## config.mk

```make
export PLATFORM = sky130hd
export DESIGN_NAME = pma_walker
export DESIGN_NICKNAME = d
export VERILOG_FILES = /design/src/rtl/config_pkg.sv /design/src/rtl/pma_rule_match.sv /design/src/rtl/pma_walker.sv
export SDC_FILE = /design/constraint.sdc
export NUM_CORES = 1
export LEC_CHECK = 0
export ABC_AREA = 1
export CORE_UTILIZATION = 10
export CTS_CLUSTER_SIZE = 16
export DETAILED_ROUTE_END_ITERATION = 12
export GPL_ROUTABILITY_DRIVEN = 0
export HOLD_SLACK_MARGIN = 0.05
export MAX_ROUTING_LAYER = met4
export PLACE_DENSITY = 0.95
export SYNTH_ARGS = -nofsm -noshare
export SYNTH_HDL_FRONTEND = slang
export SYNTH_SLANG_ARGS = --single-unit
```

## constraint.sdc

```tcl
create_clock -name clk_i -period 2 [get_ports clk_i]
set_clock_uncertainty 0.15 [all_clocks]
set_input_delay 0.3 -clock clk_i [delete_from_list [all_inputs] [get_ports clk_i]]
set_output_delay 0.3 -clock clk_i [all_outputs]
set_load 0.1 [all_outputs]
```

## src/rtl/config_pkg.sv

```systemverilog
// Core configuration slice: PMA rule tables, range check and the
// attribute bundle shared by the PMA walker, caches and LSU.
package config_pkg;

  localparam int unsigned NrMaxRules = 16;

  typedef struct packed {
    int unsigned NrNonIdempotentRules;
    logic [NrMaxRules-1:0][63:0] NonIdempotentAddrBase;
    logic [NrMaxRules-1:0][63:0] NonIdempotentLength;
    int unsigned NrExecuteRegionRules;
    logic [NrMaxRules-1:0][63:0] ExecuteRegionAddrBase;
    logic [NrMaxRules-1:0][63:0] ExecuteRegionLength;
    int unsigned NrCachedRegionRules;
    logic [NrMaxRules-1:0][63:0] CachedRegionAddrBase;
    logic [NrMaxRules-1:0][63:0] CachedRegionLength;
  } cva6_cfg_t;

  localparam cva6_cfg_t cva6_cfg_empty = '0;

  // 65-bit end so regions touching the top of the space do not wrap
  function automatic logic range_check(
    input logic [63:0] base,
    input logic [63:0] len,
    input logic [63:0] address
  );
    return (address >= base) &&
           ({1'b0, address} < (65'(base) + 65'(len)));
  endfunction

  typedef struct packed {
    logic cacheable;
    logic nonidempotent;
    logic executable;
  } pma_attr_t;

endpackage

```

## src/rtl/pma_rule_match.sv

```systemverilog
// Single PMA rule comparator: hit when addr lies in [base, base+len).
module pma_rule_match
  import config_pkg::*;
(
  input  logic [63:0] base_i,
  input  logic [63:0] len_i,
  input  logic [63:0] addr_i,
  output logic        hit_o
);

  assign hit_o = range_check(base_i, len_i, addr_i);

endmodule

```

## src/rtl/pma_walker.sv

```systemverilog
// Sequential PMA lookup: walks the three rule tables one index per
// cycle with sticky hit flags and returns one attribute response.
module pma_walker
  import config_pkg::*;
#(
  parameter cva6_cfg_t CVA6Cfg = cva6_cfg_empty
) (
  input  logic        clk_i,
  input  logic        rst_ni,
  input  logic        flush_i,
  input  logic        req_valid_i,
  output logic        req_ready_o,
  input  logic [63:0] req_addr_i,
  output logic        resp_valid_o,
  input  logic        resp_ready_i,
  output pma_attr_t   resp_attr_o
);

  localparam int unsigned NNI = CVA6Cfg.NrNonIdempotentRules;
  localparam int unsigned NEX = CVA6Cfg.NrExecuteRegionRules;
  localparam int unsigned NCA = CVA6Cfg.NrCachedRegionRules;
  localparam int unsigned NM  = (NNI > NEX) ? NNI : NEX;
  localparam int unsigned N   = (NM > NCA) ? NM : NCA;
  localparam int IW = $clog2(NrMaxRules);
  localparam int CW = IW + 1;
  localparam logic [IW-1:0] Last = IW'((N > 0) ? N - 1 : 0);
  localparam logic ExecAll = (NEX == 0);

  typedef enum logic [1:0] {
    PMA_IDLE,
    PMA_WALK,
    PMA_RESP
  } state_e;

  state_e        state_q;
  logic [IW-1:0] idx_q;
  logic [63:0]   addr_q;
  logic          ni_q, ex_q, ca_q;
  logic          ni_hit, ex_hit, ca_hit;
  logic          ni_on, ex_on, ca_on;

  pma_rule_match u_ni (
    .base_i (CVA6Cfg.NonIdempotentAddrBase[idx_q]),
    .len_i  (CVA6Cfg.NonIdempotentLength[idx_q]),
    .addr_i (addr_q),
    .hit_o  (ni_hit)
  );

  pma_rule_match u_ex (
    .base_i (CVA6Cfg.ExecuteRegionAddrBase[idx_q]),
    .len_i  (CVA6Cfg.ExecuteRegionLength[idx_q]),
    .addr_i (addr_q),
    .hit_o  (ex_hit)
  );

  pma_rule_match u_ca (
    .base_i (CVA6Cfg.CachedRegionAddrBase[idx_q]),
    .len_i  (CVA6Cfg.CachedRegionLength[idx_q]),
    .addr_i (addr_q),
    .hit_o  (ca_hit)
  );

  // tables shorter than N stop contributing past their last rule
  assign ni_on = ni_hit && ({1'b0, idx_q} < CW'(NNI));
  assign ex_on = ex_hit && ({1'b0, idx_q} < CW'(NEX));
  assign ca_on = ca_hit && ({1'b0, idx_q} < CW'(NCA));

  always_ff @(posedge clk_i or negedge rst_ni) begin
    if (!rst_ni) begin
      state_q      <= PMA_IDLE;
      idx_q        <= '0;
      addr_q       <= '0;
      ni_q         <= 1'b0;
      ex_q         <= 1'b0;
      ca_q         <= 1'b0;
      req_ready_o  <= 1'b1;
      resp_valid_o <= 1'b0;
      resp_attr_o  <= '0;
    end else begin
      unique case (state_q)
        PMA_IDLE: begin
          if (req_valid_i && !flush_i) begin
            addr_q      <= req_addr_i;
            idx_q       <= '0;
            ni_q        <= 1'b0;
            ex_q        <= 1'b0;
            ca_q        <= 1'b0;
            req_ready_o <= 1'b0;
            if (N > 0) begin
              state_q <= PMA_WALK;
            end else begin
              state_q      <= PMA_RESP;
              resp_valid_o <= 1'b1;
              resp_attr_o  <= '{cacheable: 1'b0,
                                 nonidempotent: 1'b0,
                                 executable: ExecAll};
            end
          end
        end
        PMA_WALK: begin
          if (flush_i) begin
            state_q     <= PMA_IDLE;
            req_ready_o <= 1'b1;
          end else begin
            ni_q <= ni_q | ni_on;
            ex_q <= ex_q | ex_on;
            ca_q <= ca_q | ca_on;
            if (idx_q == Last) begin
              state_q      <= PMA_RESP;
              resp_valid_o <= 1'b1;
              resp_attr_o  <= '{cacheable: ca_q | ca_on,
                                 nonidempotent: ni_q | ni_on,
                                 executable: ExecAll | ex_q | ex_on};
            end else begin
              idx_q <= idx_q + 1'b1;
            end
          end
        end
        PMA_RESP: begin
          if (flush_i || resp_ready_i) begin
            state_q      <= PMA_IDLE;
            req_ready_o  <= 1'b1;
            resp_valid_o <= 1'b0;
          end
        end
        default: begin
          state_q      <= PMA_IDLE;
          req_ready_o  <= 1'b1;
          resp_valid_o <= 1'b0;
        end
      endcase
    end
  end

endmodule

```

**Yosys cells after proc, flatten, opt, wreduce, memory -nomap -nowiden**

Cells that the tools add are included.

- Register bits: 11
- Input port bits: 69
- Output and inout port bits: 5

- Add/subtract/negate cells: 1
- Equal/unequal tests: 9
- Muxes and demuxes: 22
- Reductions and logical operators: 11

Operators by type and width:

| operator | count |
|---|---|
| 4-bit two-way mux | 3 |
| 2-bit != test, second input constant | 6 |
| 4-bit AND reduction | 3 |
| 3-bit two-way mux | 3 |
| 2-bit two-way mux | 4 |
| 4-bit case mux with 2 select lines | 1 |
| 1-bit two-way mux | 7 |
| 1-bit case mux with 3 select lines | 2 |
| 2-bit case mux with 3 select lines | 1 |
| 3-bit case mux with 2 select lines | 1 |
| 3-bit AND reduction | 2 |
| 4-bit by 1-bit adder with 4-bit output, second input constant | 1 |
| 4-bit zero test | 1 |
| 3-bit != test, second input constant | 1 |
| 2-bit by 1-bit == test with 1-bit output, second input constant | 1 |
| 2-bit == test, second input constant | 1 |
| 2-bit zero test | 1 |
| 2-bit nonzero test | 1 |
| 1-bit logical AND | 1 |
| 1-bit zero test | 1 |
| 1-bit logical OR | 1 |

**Logic depth before layout (Yosys ltp)**

Gate-level depths: netlist (run 1).

- Depth in word-level cells: 4
- Gate-level depth with buffers: 4

**Worst setup path before layout (run 1)**

No wires, ideal clock.

- Path type: register to register
- Start point: register state_q[1]
- End point: register state_q[1]
- Library setup time: 0.123 ns
- Arrival: 1.156 ns
- Setup slack: 0.571 ns
- Cell stages (with the launch flop): 4
- Clock period less this slack: 1.429 ns
- Cell sequence: dfrtp_1 -> inv_2 -> nand3_2 -> o21ai_1

- Cells in the longest elaborated chain, start to end: 3
- Elaborated cells on any way between the ends: 8

RTL lines:

| item | RTL line | text |
|---|---|---|
| start, declared | pma_walker.sv:35 | `state_e state_q;` |
| start signal, assigned | pma_walker.sv:70 | `state_q <= PMA_IDLE;` |
| start signal, assigned | pma_walker.sv:90 | `state_q <= PMA_WALK;` |
| start signal, assigned | pma_walker.sv:92 | `state_q <= PMA_RESP;` |
| 2-bit by 1-bit == test with 1-bit output, or another cell as far along | - |  |
| 3-bit != test (no source line) / 2-bit != test (equally long branches) | - |  |
| 3-bit AND reduction (no source line) | - |  |

Several ways; a longest one is shown, not always the timed one.
A chain may end at the register's enable or synchronous reset.

**Worst setup path in the final report (run 1)**

- Start point: register req_ready_o
- End point: output port req_ready_o

RTL lines:

| item | RTL line | text |
|---|---|---|
| start, declared | pma_walker.sv:12 | `output logic req_ready_o,` |
| start signal, assigned | pma_walker.sv:76 | `req_ready_o <= 1'b1;` |
| start signal, assigned | pma_walker.sv:88 | `req_ready_o <= 1'b0;` |
| start signal, assigned | pma_walker.sv:103 | `req_ready_o <= 1'b1;` |

No word-level cell between the ends.

==> reports/metrics.csv, run 1 <==
stage;metric;value;unit
yosys;synth_area_per_cell;8.46;sq um
route;drt-pass1-iter-count;2;
place;port_buffers;7;
floorplanning;io_pins;74;
clocking;clkSinkCount;3;
yosys;ys_warn_count;0;
worst_setup_path;crit_buf_inv;1;
worst_setup_path;crit_path_top_delay_cell;dfstp_2;
clocking;htree_levels;1;
clocking;cts_root_buf;clkbuf_4;
route;initialDrtViolationCount;1;
pwr;p_seq_frac;0.269;
place;place_inst;38;
route;antenna_left;0;
sta;final_hold_viol_count;0;
pwr;netSwitchingPower;0.108;mW
cells_and_area;nNetsFinal;97;
cells_and_area;multi_input_area;41.3;sq um
sta;min_period;1.40;ns
pwr;leakage;0.130;nW
route;drc;0;
yosys;syn_inst;17;
worst_setup_path;cp-end-kind;output pin;
worst_setup_path;cp_cell_sequence;buf_12;
global_route;grt_pass1_wl;434;microns
floorplanning;dieArea;1590;sq um
clocking;tritoncts;done;
cells_and_area;regArea;76.3;sq um
yosys;synth_cell_types;9;
cells_and_area;drive_gt1_frac;0.370;
worst_setup_path;critPathMaxStageDelay;0.55;ns
floorplanning;core_area;1320;sq um
status;outcome;finished, final reports clean;
worst_setup_path;required;1.55;ns
clocking;clkTransAtPathRegs;0.04;ns
place;place_ws;0.762;ns
sta;slew_violations;0;
sta;finalSetupTns;0;ns
sta;max_freq;712;MHz
global_route;grt_use_total;0.0560;
worst_setup_path;cp_num_cells;1;
global_route;overflow;0;
worst_setup_path;crit_family;flip-flops;
run;max_cap_violations;0;
cells_and_area;stdcell_area;265;sq um
route;via_per_inst;2.98;
cells_and_area;area_growth;84.3;%
sta;setup_viol;0;
worst_setup_path;crit_arrival;0.95;ns
pwr;swShare;0.378;
clocking;cts_setup_buffers;0;
clocking;holdBufCountCts;0;
route;drt_wl_total;311;microns
worst_setup_path;start_kind;flop;
floorplanning;rows;13;
clocking;clock_path_buffers;2;
clocking;cts_resized;0;
yosys;synth_seq_cells;3;
worst_setup_path;crit_type;reg -> out;
floorplanning;die_w;39.9;microns
floorplanning;start_util;0.109;
yosys;netlist_area;144;sq um
global_route;grt_max_degree;4;
yosys;synth-seq-area-share;0.530;
route;vias;125;
global_route;first_global_vias;120;
pwr;peakVddDrop;0.175;mV
cells_and_area;n_antenna_cell;0;
cells_and_area;instances_no_fill;42;
clocking;cts_made_buffers;3;
pwr;p_comb_frac;0.357;
cells_and_area;mostFrequentLayoutCells;nand2_1 (5), clkdlybuf4s50_1 (4), clkbuf_4 (3);
min_path;min_path_type;in -> async;
sta;layout_setup_ws;0.596;ns
worst_setup_path;reg2reg_depth;4;
place;postPlaceCellArea;239;sq um
global_route;antenna_found_initial;0;
pwr;p_int;0.177;mW
floorplanning;die_h;39.9;microns
pwr;power_density;1070;nW/um^2
cells_and_area;final_util;0.201;
cells_and_area;fill_cells;142;
pwr;clkPwrFrac;0.375;
cells_and_area;mostFrequentLayoutCell;nand2_1;
route;post_drt_wl_per_cell;7.40;microns
clocking;clk_latency;0.23;ns
sta;fin_crit_sh;0.702;
worst_setup_path;cp_max_fo;2;
sta;rsz0062_at_grt;false;
==> synth_stat cells <==
cell type	n	area (sq um)
nand2_1	5	18.8
buf_4	2	15.0
dfrtp_1	2	50.1
inv_1	2	7.51
inv_2	2	7.51
conb_1	1	3.75
dfstp_2	1	26.3
nand3_2	1	10.0
o21ai_1	1	5.00
==> metal layers <==
| layer | global-route usage | wire (microns) | up-vias |
|---|---|---|---|
| li1 | - | - | 63 |
| met1 | 0.0405 | 124 | 56 |
| met2 | 0.0565 | 152 | 6 |
| met3 | 0.0500 | 33 | 0 |
| met4 | 0.103 | 0 | 0 |
| met5 | - | 0 | - |
==> power by group through the flow <==
| stage | combinational [mW] | sequential (mW) | clock [mW] |
|---|---|---|---|
| after detailed placement | 0.102 | 0.0773 | 0 |
| after global routing | 0.106 | 0.0770 | 0.117 |
| after floorplan | 0.0281 | 0.117 | 0 |
| after global placement | 0.101 | 0.0769 | 0 |
| after CTS | 0.102 | 0.0766 | 0.114 |
| final | 0.101 | 0.0764 | 0.107 |
==> logic make-up after synthesis <==
group | share of synthesized area
and+or+nand+nor | 0.200
AOI/OAI and AO/OA | 0.0347
DFF | 0.530
buffers and inverters | 0.209
other | 0.0261
==> cell type report <==
cell class	instances	area share
clock buffers	4	0.0991
inverters	4	0.0566
multi-input cells	9	0.156
flip-flops and latches	3	0.288
well taps	15	0.0708
repair buffers	7	0.330
==> sequential cells by signal, summed over array words and instances (netlist names) <==
| name | count |
|---|---|
| resp_attr_o | 1 |
| state_q | 1 |
| req_ready_o | 1 |
==> path summary, 6_finish.rpt <==
kind | start | endpoint | slack (ns)
min | rst_ni | state_q[1]$_DFFE_PN0P_ | 0.10
max | req_ready_o$_DFFE_PN1P_ | req_ready_o | 0.60
max in group asynchronous | rst_ni | req_ready_o$_DFFE_PN1P_ | 1.37
min in group clk_i | resp_attr_o[0]$_DFFE_PN0P_ | resp_attr_o[0]$_DFFE_PN0P_ | 0.31
min reg2reg | resp_attr_o[0]$_DFFE_PN0P_ | resp_attr_o[0]$_DFFE_PN0P_ | 0.31
max reg2reg | state_q[1]$_DFFE_PN0P_ | req_ready_o$_DFFE_PN1P_ | 1.11
==> worst register-to-register path: stages (launching register included) <==
cell and delay (ns):
dfrtp_1 0.42, inv_2 0.08, nand3_2 0.07, nand2_1 0.06, nand2_1 0.05
==> through the flow <==
stage	hold slack (ns)	power [mW]
after detailed placement	0.310	0.179
after floorplan	-0.146	0.145
after global placement	0.307	0.178
after global routing	0.0994	0.300
final	0.105	0.284
after CTS	0.0949	0.292
Note: power is estimated with default switching activity, not from simulation.
==> run 2: changes to the inputs <==
==> constraint.sdc (replaced) <==
create_clock -name clk_i -period 1.2 [get_ports clk_i]
set_clock_uncertainty 0.15 [all_clocks]
set_input_delay 0.18 -clock clk_i [delete_from_list [all_inputs] [get_ports clk_i]]
set_output_delay 0.18 -clock clk_i [all_outputs]
set_load 0.1 [all_outputs]
==> reports/metrics.csv, run 2 (synthesis results as in run 1) <==
stage;metric;value;unit
cells_and_area;nNetsFinal;98;
floorplanning;start_util;0.109;
place;port_buffers;7;
global_route;busiest_layer;met2;
cells_and_area;n_antenna_cell;0;
worst_setup_path;crit_buf_inv;1;
pwr;p_int;0.302;mW
clocking;clkTransAtPathRegs;0.04;ns
clocking;clock_path_buffers;2;
global_route;grt_max_degree;4;
run;max_cap_violations;0;
route;antenna_left;0;
clocking;clk_latency;0.23;ns
global_route;first_global_vias;136;
worst_setup_path;critPathMaxStageDelay;0.62;ns
sta;rsz0062_at_grt;true;
pwr;peakVddDrop;0.372;mV
worst_setup_path;crit_path_start;req_ready_o$_DFFE_PN1P_;
cells_and_area;mostFrequentLayoutCells;nand2_1 (5), clkdlybuf4s50_1 (4), clkbuf_4 (3), buf_12 (3);
cells_and_area;final_util;0.223;
clocking;cts_root_buf;clkbuf_4;
clocking;tritoncts;done;
worst_setup_path;endpoint;req_ready_o;
route;vias;137;
place;place_ws;0.0859;ns
route;via_per_inst;3.19;
cells_and_area;mostFrequentLayoutCell;nand2_1;
global_route;grtUsageMet2;0.0927;
global_route;overflow;0;
global_route;antenna_found_initial;0;
worst_setup_path;crit_path_top_delay_cell;dfstp_4;
min_path;hold_path.startpoint;resp_attr_o[0]$_DFFE_PN0P_;
clocking;htree_levels;1;
worst_setup_path;crit_arrival;1.03;ns
sta;setup_viol;1;
clocking;clkSinkCount;3;
pwr;p_comb_frac;0.351;
worst_setup_path;reg2reg_depth;2;
pwr;swShare;0.382;
sta;min_period;1.36;ns
sta;final_hold_viol_count;0;
worst_setup_path;reg2reg_slack;0.26;ns
status;failed_checks;negative setup slack;
cells_and_area;instances_no_fill;43;
clocking;cts_made_buffers;3;
worst_setup_path;cp_cell_sequence;buf_12;
cells_and_area;top_regs;req_ready_o x1, resp_attr_o x1, state_q x1;
sta;fin_crit_sh;1.14;
pwr;netSwitchingPower;0.187;mW
worst_setup_path;worstReg2RegStart;req_ready_o$_DFFE_PN1P_;
cells_and_area;area_growth;104;%
status;outcome;finished, violations left;
pwr;clkPwrFrac;0.377;
global_route;grtUsageMet1;0.0439;
worst_setup_path;cp-end-kind;output pin;
route;drt-pass1-iter-count;4;
route;post_drt_wl_per_cell;8.44;microns
global_route;grt_pass1_wl;524;microns
clocking;cts_resized;0;
cells_and_area;drive_gt1_frac;0.429;
global_route;grt_use_total;0.0607;
worst_setup_path;crit_type;reg -> out;
sta;max_freq;734;MHz
sta;slew_violations;0;
worst_setup_path;required;0.87;ns
floorplanning;die_w;39.9;microns
route;initialDrtViolationCount;3;
worst_setup_path;r2r_end;req_ready_o$_DFFE_PN1P_;
worst_setup_path;crit_family;flip-flops;
sta;hold_ws;0.368;ns
worst_setup_path;start_kind;flop;
worst_setup_path;cp_max_fo;2;
worst_setup_path;cp_num_cells;1;
place;place_inst;38;
sta;layout_setup_ws;-0.162;ns
route;drc;0;
floorplanning;rows;13;
floorplanning;die_h;39.9;microns
cells_and_area;stdcell_area;294;sq um
floorplanning;core_area;1320;sq um
place;hpwl;263;microns
route;drt_wl_total;363;microns
floorplanning;dieArea;1590;sq um
place;postPlaceCellArea;258;sq um
floorplanning;io_pins;74;
pwr;power_density;1660;nW/um^2
global_route;gr-usage-met3;0.0333;
min_path;min_path_type;reg -> reg;
pwr;leakage;0.139;nW
pwr;p_seq_frac;0.272;
run 2: changes by cell type in the layout (fill, tap and decap cells not counted), sizes merged:
cell,change
dlygate4sd3,+1
run 2: how the worst min path moves through the flow:
stage	to	slack [ns]	cells after the start
final	resp_attr_o[0]$_DFFE_PN0P_	0.37	2
after global routing	resp_attr_o[0]$_DFFE_PN0P_	0.39	2
after CTS	resp_attr_o[0]$_DFFE_PN0P_	0.38	2
after detailed placement	resp_attr_o[0]$_DFFE_PN0P_	0.22	1
after global placement	resp_attr_o[0]$_DFFE_PN0P_	0.22	1
after floorplan	resp_attr_o[0]$_DFFE_PN0P_	-0.27	0
run 2: repair_timing:
| item | 4_1_cts | 5_1_grt |
|---|---|---|
| endpoints found under the hold margin | 2 | 0 |
| pin swaps | 0 | 0 |
| hold buffers | 1 | 0 |
| endpoints found under the setup margin | 1 | 1 |
| buffers inserted | 0 | 0 |
run 2: metrics by stage:
| step | setup TNS [ns] | power, mW |
|---|---|---|
| 6_report | -0.162 | 0.489 |
| 5_1_grt | -0.172 | 0.501 |
| 4_1_cts | -0.169 | 0.492 |
| 3_5_place_dp | 0 | 0.305 |
| 3_3_place_gp | 0 | 0.302 |
| 2_1_floorplan | 0 | 0.246 |
run 2: power groups by stage:
stage          combinational, mW  clock (mW)  sequential (mW)
2_1_floorplan             0.0466           0            0.200
3_3_place_gp               0.168           0            0.134
3_5_place_dp               0.170           0            0.135
4_1_cts                    0.173       0.186            0.134
5_1_grt                    0.179       0.188            0.135
6_report                   0.172       0.184            0.133
run 2: routing by layer:
layer	up-vias	routed length (microns)	share of wire
met4	0	20	0.055
met5	-	0	0
met3	4	36	0.099
li1	65	-	-
met2	9	208	0.57
met1	59	98	0.27
run 2: final cells by class:
class | count | area (sq um)
Clock buffer | 4 | 26.3
Fill cell | 143 | 1020
Inverter | 4 | 15.0
Multi-Input combinational cell | 9 | 41.3
Sequential cell | 3 | 82.6
Tap cell | 15 | 18.8
Timing Repair Buffer | 8 | 110
run 2: worst min-delay path, stage by stage, from the launching register on:
cell     delay [ns]
dfrtp_2        0.38
inv_1          0.05
nand2_1        0.06
==> run 3: changes to the inputs <==
--- a/config.mk
+++ b/config.mk
@@ -6,6 +6,7 @@
 export NUM_CORES = 1
 export LEC_CHECK = 0
 export ABC_AREA = 1
+export CAP_MARGIN = 5
 export CORE_UTILIZATION = 10
 export CTS_CLUSTER_SIZE = 16
 export DETAILED_ROUTE_END_ITERATION = 12
==> constraint.sdc (replaced) <==
create_clock -name clk_i -period 1.39 [get_ports clk_i]
set_clock_uncertainty 0.15 [all_clocks]
set_input_delay 0.2085 -clock clk_i [delete_from_list [all_inputs] [get_ports clk_i]]
set_output_delay 0.2085 -clock clk_i [all_outputs]
set_load 0.1 [all_outputs]
==> reports/metrics.csv, run 3 (synthesis results as in run 1) <==
stage;metric;value;unit
sta;fin_crit_sh;0.942;
floorplanning;start_util;0.109;
global_route;grt_pass1_wl;489;microns
worst_setup_path;crit_type;reg -> out;
cells_and_area;fill_cells;146;
clocking;clkSinkCount;3;
sta;max_freq;763;MHz
global_route;grt_use_total;0.0583;
cells_and_area;multi_input_area;41.3;sq um
min_path;min_path_type;reg -> reg;
cells_and_area;regArea;77.6;sq um
worst_setup_path;crit_family;flip-flops;
cells_and_area;n_antenna_cell;0;
place;postPlaceCellArea;253;sq um
floorplanning;core_area;1320;sq um
floorplanning;rows;13;
worst_setup_path;crit_buf_inv;1;
global_route;grt_max_degree;4;
worst_setup_path;cp-end-kind;output pin;
global_route;overflow;0;
sta;rsz0062_at_grt;false;
route;vias;126;
status;outcome;finished, final reports clean;
floorplanning;io_pins;74;
floorplanning;die_w;39.9;microns
floorplanning;die_h;39.9;microns
cells_and_area;instances_no_fill;43;
worst_setup_path;crit_path_top_delay_cell;dfstp_2;
cells_and_area;mostFrequentLayoutCells;nand2_1 (5), clkdlybuf4s50_1 (4), clkbuf_4 (3), buf_12 (3);
global_route;first_global_vias;121;
route;drc;0;
clocking;clk_latency;0.24;ns
worst_setup_path;cp_cell_sequence;buf_12;
clocking;clkTransAtPathRegs;0.04;ns
pwr;leakage;0.139;nW
sta;finalSetupTns;0;ns
worst_setup_path;critPathMaxStageDelay;0.54;ns
clocking;clock_path_buffers;2;
sta;min_period;1.31;ns
clocking;cts_resized;0;
global_route;antenna_found_initial;0;
worst_setup_path;required;1.03;ns
route;drt_wl_total;337;microns
cells_and_area;stdcell_area;289;sq um
clocking;tritoncts;done;
run;max_cap_violations;0;
worst_setup_path;crit_arrival;0.95;ns
cells_and_area;area_growth;101;%
cells_and_area;drive_gt1_frac;0.393;
cells_and_area;top_regs;req_ready_o x1, resp_attr_o x1, state_q x1;
sta;setup_viol;0;
sta;slew_violations;0;
route;initialDrtViolationCount;1;
route;antenna_left;0;
floorplanning;dieArea;1590;sq um
worst_setup_path;cp_max_fo;2;
clocking;cts_setup_buffers;0;
cells_and_area;nNetsFinal;98;
route;drt-pass1-iter-count;2;
route;post_drt_wl_per_cell;7.84;microns
clocking;cts_root_buf;clkbuf_4;
pwr;power_density;1440;nW/um^2
clocking;htree_levels;1;
sta;final_hold_viol_count;0;
route;via_per_inst;2.93;
clocking;cts_made_buffers;3;
cells_and_area;mostFrequentLayoutCell;nand2_1;
place;port_buffers;7;
clocking;holdBufCountCts;1;
place;place_inst;38;
worst_setup_path;start_kind;flop;
pwr;peakVddDrop;0.449;mV
==> run 3: stage by stage <==
| step | hold WS (ns) | power (mW) | util | setup WS, ns |
|---|---|---|---|---|
| 6_report | 0.332 | 0.416 | 0.219 | 0.0800 |
| 5_1_grt | 0.376 | 0.444 | 0.219 | 0.0469 |
| 4_1_cts | 0.335 | 0.424 | 0.219 | 0.0724 |
| 3_5_place_dp | 0.260 | 0.258 | 0.192 | 0.239 |
| 3_3_place_gp | 0.246 | 0.257 | 0.192 | 0.249 |
| 2_1_floorplan | -0.237 | 0.209 | - | 0.107 |
==> run 3: where the power goes <==
group          switching, mW  internal [mW]  leakage (nW)  total [mW]
clock                 0.0495          0.108        0.0150       0.157
sequential           0.00946          0.101        0.0309       0.110
combinational         0.0995         0.0484        0.0932       0.148
total                  0.158          0.257         0.139       0.416
==> run 3: metal layers <==
layer,global-route usage,part of all wire,vias to the layer above
met5,-,0,-
met4,0.0776,0,0
met3,0.0500,0.12,0
met2,0.0524,0.42,9
met1,0.0608,0.47,50
li1,-,-,67
==> run 3: worst reg2reg max path: cells and delay by family, from the launching register on <==
kind          cells  cell delay (ns)
flops             1             0.43
buf+inv           1             0.07
simple gates      3             0.19
==> run 3: cell type report <==
cell class                 instances  share of cell area
inverter                           4              0.0519
timing repair buffer               8               0.381
sequential                         3               0.268
multi-input combinational          9               0.143
tap                               15              0.0649
clock buffer                       4              0.0909
==> run 3: path summary, 6_finish.rpt <==
| check | from | to | slack (ns) | depth (start not counted) |
|---|---|---|---|---|
| max | req_ready_o$_DFFE_PN1P_ | req_ready_o | 0.08 | 1 |
| min | req_ready_o$_DFFE_PN1P_ | req_ready_o$_DFFE_PN1P_ | 0.33 | 2 |
| max reg2reg | state_q[1]$_DFFE_PN0P_ | req_ready_o$_DFFE_PN1P_ | 0.48 | 4 |
| min reg2reg | req_ready_o$_DFFE_PN1P_ | req_ready_o$_DFFE_PN1P_ | 0.33 | 2 |
| max in group asynchronous | rst_ni | req_ready_o$_DFFE_PN1P_ | 0.32 | 2 |
| min in group asynchronous | rst_ni | resp_attr_o[0]$_DFFE_PN0P_ | 0.54 | 2 |
